$ cat src/rtl/fetch_unit.sv
// fetch_unit: owns the fetch PC, drives the imem req/gnt/rvalid
// handshake and queues fetched instructions toward Decode.
module fetch_unit #(
  parameter logic [31:0] RESET_PC   = 32'h0000_3000,
  parameter logic [31:0] TEXT_LO    = 32'h0000_3000,
  parameter logic [31:0] TEXT_HI    = 32'h0000_6ffc,
  parameter logic [31:0] HANDLER_PC = 32'h0000_4180,
  parameter int unsigned DEPTH      = 4
) (
  input  logic        clk,
  input  logic        reset,
  input  logic        exc_req,
  input  logic        eret,
  input  logic [31:0] epc,
  input  logic        branch,
  input  logic [31:0] DnPC,
  output logic        imem_req,
  output logic [31:0] imem_addr,
  input  logic        imem_gnt,
  input  logic        imem_rvalid,
  input  logic [31:0] imem_rdata,
  output logic        F_valid,
  input  logic        F_ready,
  output logic [31:0] F_PC,
  output logic [31:0] F_instr,
  output logic [4:0]  exc_code
);

  localparam int AW = $clog2(DEPTH);
  localparam int CW = AW + 1;

  typedef enum logic [1:0] {
    IDLE, WAIT, DRAIN, HALT
  } state_t;

  typedef struct packed {
    logic [31:0] pc;
    logic [31:0] instr;
    logic [4:0]  code;
  } ent_t;

  state_t        state;
  logic          run;
  logic [31:0]   fpc;
  logic [31:0]   tag_pc;
  logic [AW-1:0] wr_ptr;
  logic [AW-1:0] rd_ptr;
  logic [CW-1:0] count;
  ent_t          q [DEPTH];

  logic          redir;
  logic [31:0]   target;
  logic          legal;
  logic          rsp;
  logic          idle_now;
  logic [CW-1:0] occ;
  logic          space;
  logic          issue;
  logic          err_enq;
  logic          grant;
  logic          enq;
  logic          deq;
  ent_t          enq_ent;

  // Redirect target, PC legality, space and enqueue decisions.
  // A response cycle in WAIT also acts as IDLE so fetches can
  // issue back-to-back; the entry landing this cycle uses space.
  always_comb begin
    redir = exc_req | eret | branch;
    priority case (1'b1)
      exc_req: target = HANDLER_PC;
      eret:    target = epc;
      default: target = DnPC;
    endcase
    legal = (fpc[1:0] == 2'b00) &&
            (fpc >= TEXT_LO) &&
            (fpc <= TEXT_HI);
    rsp      = (state == WAIT) && imem_rvalid;
    idle_now = run && ((state == IDLE) || rsp);
    occ      = count + CW'(rsp);
    space    = occ < CW'(DEPTH);
    issue    = idle_now && space && legal;
    err_enq  = run && (state == IDLE) && space && !legal;
    grant    = issue && imem_gnt;
    enq      = rsp || err_enq;
    enq_ent  = rsp ? {tag_pc, imem_rdata, 5'd0}
                   : {fpc, 32'h0, 5'd4};
    deq      = (count != '0) && F_ready;
  end

  assign imem_req  = issue;
  assign imem_addr = fpc;
  assign F_valid   = (count != '0);
  assign F_PC      = F_valid ? q[rd_ptr].pc    : '0;
  assign F_instr   = F_valid ? q[rd_ptr].instr : '0;
  assign exc_code  = F_valid ? q[rd_ptr].code  : '0;

  // Fetch FSM and PC; a granted request in a redirect cycle is
  // stale and must be drained before fetching the new target.
  always_ff @(posedge clk or negedge reset) begin
    if (!reset) begin
      state  <= IDLE;
      run    <= 1'b0;
      fpc    <= RESET_PC;
      tag_pc <= RESET_PC;
    end else begin
      run <= 1'b1;
      if (redir) begin
        fpc <= target;
        if (grant ||
            ((state == WAIT) && !imem_rvalid) ||
            ((state == DRAIN) && !imem_rvalid))
          state <= DRAIN;
        else
          state <= IDLE;
      end else if (grant) begin
        tag_pc <= fpc;
        fpc    <= fpc + 32'd4;
        state  <= WAIT;
      end else if (err_enq) begin
        state <= HALT;
      end else if (rsp) begin
        state <= IDLE;
      end else if ((state == DRAIN) && imem_rvalid) begin
        state <= IDLE;
      end
    end
  end

  // Queue pointers and occupancy; a redirect empties the queue.
  always_ff @(posedge clk or negedge reset) begin
    if (!reset) begin
      wr_ptr <= '0;
      rd_ptr <= '0;
      count  <= '0;
    end else if (redir) begin
      wr_ptr <= '0;
      rd_ptr <= '0;
      count  <= '0;
    end else begin
      if (enq) wr_ptr <= wr_ptr + AW'(1);
      if (deq) rd_ptr <= rd_ptr + AW'(1);
      count <= count + CW'(enq) - CW'(deq);
    end
  end

  // Queue storage; contents are only visible while F_valid.
  always_ff @(posedge clk) begin
    if (enq && !redir) q[wr_ptr] <= enq_ent;
  end

endmodule

$ cat config.mk
export PLATFORM = sky130hd
export DESIGN_NAME = fetch_unit
export DESIGN_NICKNAME = d
export VERILOG_FILES = /design/src/rtl/fetch_unit.sv
export SDC_FILE = /design/constraint.sdc
export NUM_CORES = 1
export LEC_CHECK = 0
export ABC_AREA = 1
export BUFFER_PORTS_ARGS = -buffer_cell sky130_fd_sc_hd__buf_2
export CAP_MARGIN = 30
export CORE_MARGIN = 10
export CORE_UTILIZATION = 30
export DETAILED_ROUTE_END_ITERATION = 10
export HOLD_SLACK_MARGIN = 0.06
export PLACE_DENSITY = 0.5
export SLEW_MARGIN = 30
export SYNTH_ARGS = -nofsm -noshare
export SYNTH_HDL_FRONTEND = slang
export SYNTH_SLANG_ARGS = --single-unit
$ cat constraint.sdc
create_clock -name clk -period 8.35 [get_ports clk]
set_input_delay 1.67 -clock clk [delete_from_list [all_inputs] [get_ports clk]]
set_output_delay 1.67 -clock clk [all_outputs]
set_load 0.03 [all_outputs]
==> impl_results.md <==
* Outcome: finished clean
* Worst Path Required at 6.68 ns
* Area share of the largest cell type after synthesis at 53.06%
* Ant diodes at 0
* Routed vias at 10412
* CP max stage cell: inv_2
* Setup slack at placement at 2.711 ns
* Crit Path Class: in -> out
* Final GP Congestion at about 0.78
* Top post-synthesis cells by area: edfxtp_1 53%, dfrtp_1 12%, nor2_1 9.1%
* H-tree levels at 2
* Maximum VDD drop at 125.5 uV
* Worst-case register-to-register setup slack at 4.73 ns
* Synthesized area at 14720 um2
* Critical path's top delay family: buffers and inverters
* Startpoint Class: input pin
* DR pass1 iterations at 5
* Die Span Y at 241.5 um
* GRT overflow at 0
* # DRC at 0
* PD cells at 207.4 nW/um2
* Row cnt at 81
* Post-CTS setup buffer count at 0
* # hold bufs at CTS at 0
* Hold WS at 0.4644 ns
* Via density at approximately 4.5
* Post-Synthesis Cells at 1467
* Worst R2R End: q[2][36]$_DFFE_PP_
* Post-cts repair resize count at 0
* Setup crit end: imem_req
* Synth area leader: edfxtp_1
* Top-count cell post-synth: nor2_1
* Worst Max-Slew Pin Slew at 0.9374 ns
* Syn-to-layout area delta at 18.60%
* #FFs+latches synth at ~330
* Core area at 48750 um2
* FF-to-FF Start: state[1]$_DFFE_PN0P_
* Initial Util at 30.19%
* Clk_lat worst skew at 0.53 ns
* Area occupied by multi-input gates at between 4000 and 5000 um2
* Post-route ant nets at 0
* CP max FO at 58
* PnR worst setup slack at 2.754 ns
* Fin crit share at 67.02%
* Number of synthesized flops with an enable pin at 260
* Fillers at 4971
* Seq/Total Area, Yosys at 65.67%
* Total negative slack at 0 ns
* Hpwl dp at 25.07 mm
* Clock Path Buffers at 3
* Final Hold Viols at 0
* Net count, final at 1749
* Number of global-route vias before repair at 10518
* DIE AREA at roughly 58000 um2
* Final Max Slew Viols at 0
* Min cycle time layout at 5.596 ns
* Clock slew at the register clock pins of the worst setup and hold paths at ~0.060 ns
* Fmax achieved at 178.7 MHz
* Static leakage at 7.214 nW
* Clk sinks at 334
* Share of cells above drive strength 1 at about a fifth
* RSZ-0062 raised after global routing: false
* Synth warn at 0
* Main synth FF type: edfxtp_1
* Total track usage at 13.62%
* Reg area at 9672 um2
* Stages on worst setup path at 7
* Initial antenna violation count at 0
* WP data arrival at 3.93 ns
* Library cells used by synthesis at 44
* Synth cell count leaders: 356 x nor2_1, 260 x edfxtp_1, 238 x nand2_1, 180 x o21ai_0, 106 x inv_1
* Final WL at between 30 and 40 mm
* Global-route wire length before repair at 61.38 mm
* Worst path cell trace: buf_2 > nand3_4 > inv_2 > o21ai_4 > nor2_4 > and2_2 > buf_2
* CTS tree: yes
* I/O pin cnt at 207
* Relative slew margins at roughly 38%
* Buf+Inv Stages, Crit Path at 3
* CP most frequent cell: buf_2
* Final Power at ~3.6 mW
* Max Cap Viol at 0
* Final Skew at ~0.023 ns
* R2R cell count at 10
* Drt wl/cell at between 15 and 20 um
* Root buffer cell: clkbuf_16
* Setup violations, final at 0
* Worst setup EP type: output pin
* Critical Path Source: imem_rvalid
* Post-synth ARST share at 22.16%
* Avg Cell Area, Syn at 10.03 um2
* Initial DRC count at 629
* Slowest stage delay, CP at 0.92 ns
* Largest net degree at the start of global routing at 79
* Hold/Removal Path Class: reg -> reg
* Cts bufs inserted at 36
* Port Buffers at ~200
* Die X at 241.5 um
[through the flow]
step / instances / util, % / area [um2]
4_1_cts: 2323 / 35.75 / 17430
3_5_place_dp: 2261 / 33.46 / 16310
2_1_floorplan: 1470 / - / 14730
5_1_grt: 2324 / 35.80 / 17450
3_3_place_gp: 2260 / 33.39 / 16280
6_report: 2324 / 35.80 / 17450
[layout by cell type, fill, tap and decap left out, types with 8 or more instances in the layout]
master / instances
nor2_1: 351
edfxtp_1: 260
nand2_1: 238
buf_2: 201
o21ai_0: 180
inv_1: 105
a21oi_1: 72
dfrtp_1: 68
clkbuf_16: 37
o21ai_2: 17
nand3_1: 15
clkbuf_1: 9
nor2_4: 8
ha_1: 8
clkinv_1: 8
[report_power, final]
group	total (mW)	switching, mW	internal (mW)
Clock	1.53	0.624	0.903
Combinational	0.256	0.185	0.0702
Sequential	1.84	0.0205	1.82
[final cells by class]
type	count	area share [%]
well taps	664	4.760
repair buffers	212	6.488
flip-flops and latches	334	55.42
clock buffers	46	5.499
clock inverters	16	0.8746
inverters	112	2.452
multi-input cells	940	24.51
[layer usage]
metal / GRT usage [%] / wire [um] / vias to the layer above
li1: - / - / 5186
met1: 17.98 / 18360 / 4945
met2: 22.35 / 18670 / 241
met3: 3.253 / 2401 / 40
met4: 2.781 / 486 / 0
met5: 0 / 0 / -
[registers in the layout (all words and copies together), names as in the netlist]
| name | flops |
|---|---|
| q | 260 |
| run | 1 |
| imem_addr | 32 |
| rd_ptr | 2 |
| state | 2 |
| wr_ptr | 2 |
| count | 3 |
| tag_pc | 32 |
[how the worst min path moves through the flow]
stage,startpoint,to,slack [ns],cells past startpoint
floorplan,tag_pc[0]$_DFFE_PN0P_,tag_pc[0]$_DFFE_PN0P_,0.44,2
global placement,tag_pc[23]$_DFFE_PN0P_,tag_pc[23]$_DFFE_PN0P_,0.45,2
detailed placement,tag_pc[23]$_DFFE_PN0P_,tag_pc[23]$_DFFE_PN0P_,0.45,2
CTS,tag_pc[16]$_DFFE_PN0P_,tag_pc[16]$_DFFE_PN0P_,0.47,2
global route,tag_pc[15]$_DFFE_PN0P_,tag_pc[15]$_DFFE_PN0P_,0.48,2
finish,tag_pc[18]$_DFFE_PN0P_,tag_pc[18]$_DFFE_PN0P_,0.46,2
[worst reg2reg max path, stage by stage, from the launching register on]
cell and delay (ns):
dfrtp_1 0.39, inv_1 0.13, nand3_4 0.57, o21ai_2 0.36, nand2_2 0.10, nor2_1 0.10, nand2_1 0.09, nand2_1 0.15
nand2_1 0.32, nor2_4 0.43, buf_4 0.58
[cell families (layout without fill, tap and decap cells)]
group,count (synthesis),count (layout),synth area share [%]
fa+ha+maj,9,9,0.8163
compound gates,279,279,10.15
xor+xnor,6,6,0.3571
mux,1,1,0.06802
flops,334,334,65.67
other cells,2,5,0.05104
buf+inv,196,386,5.586
simple gates,640,640,17.29
No activity file was read; power rests on OpenSTA's default activity.
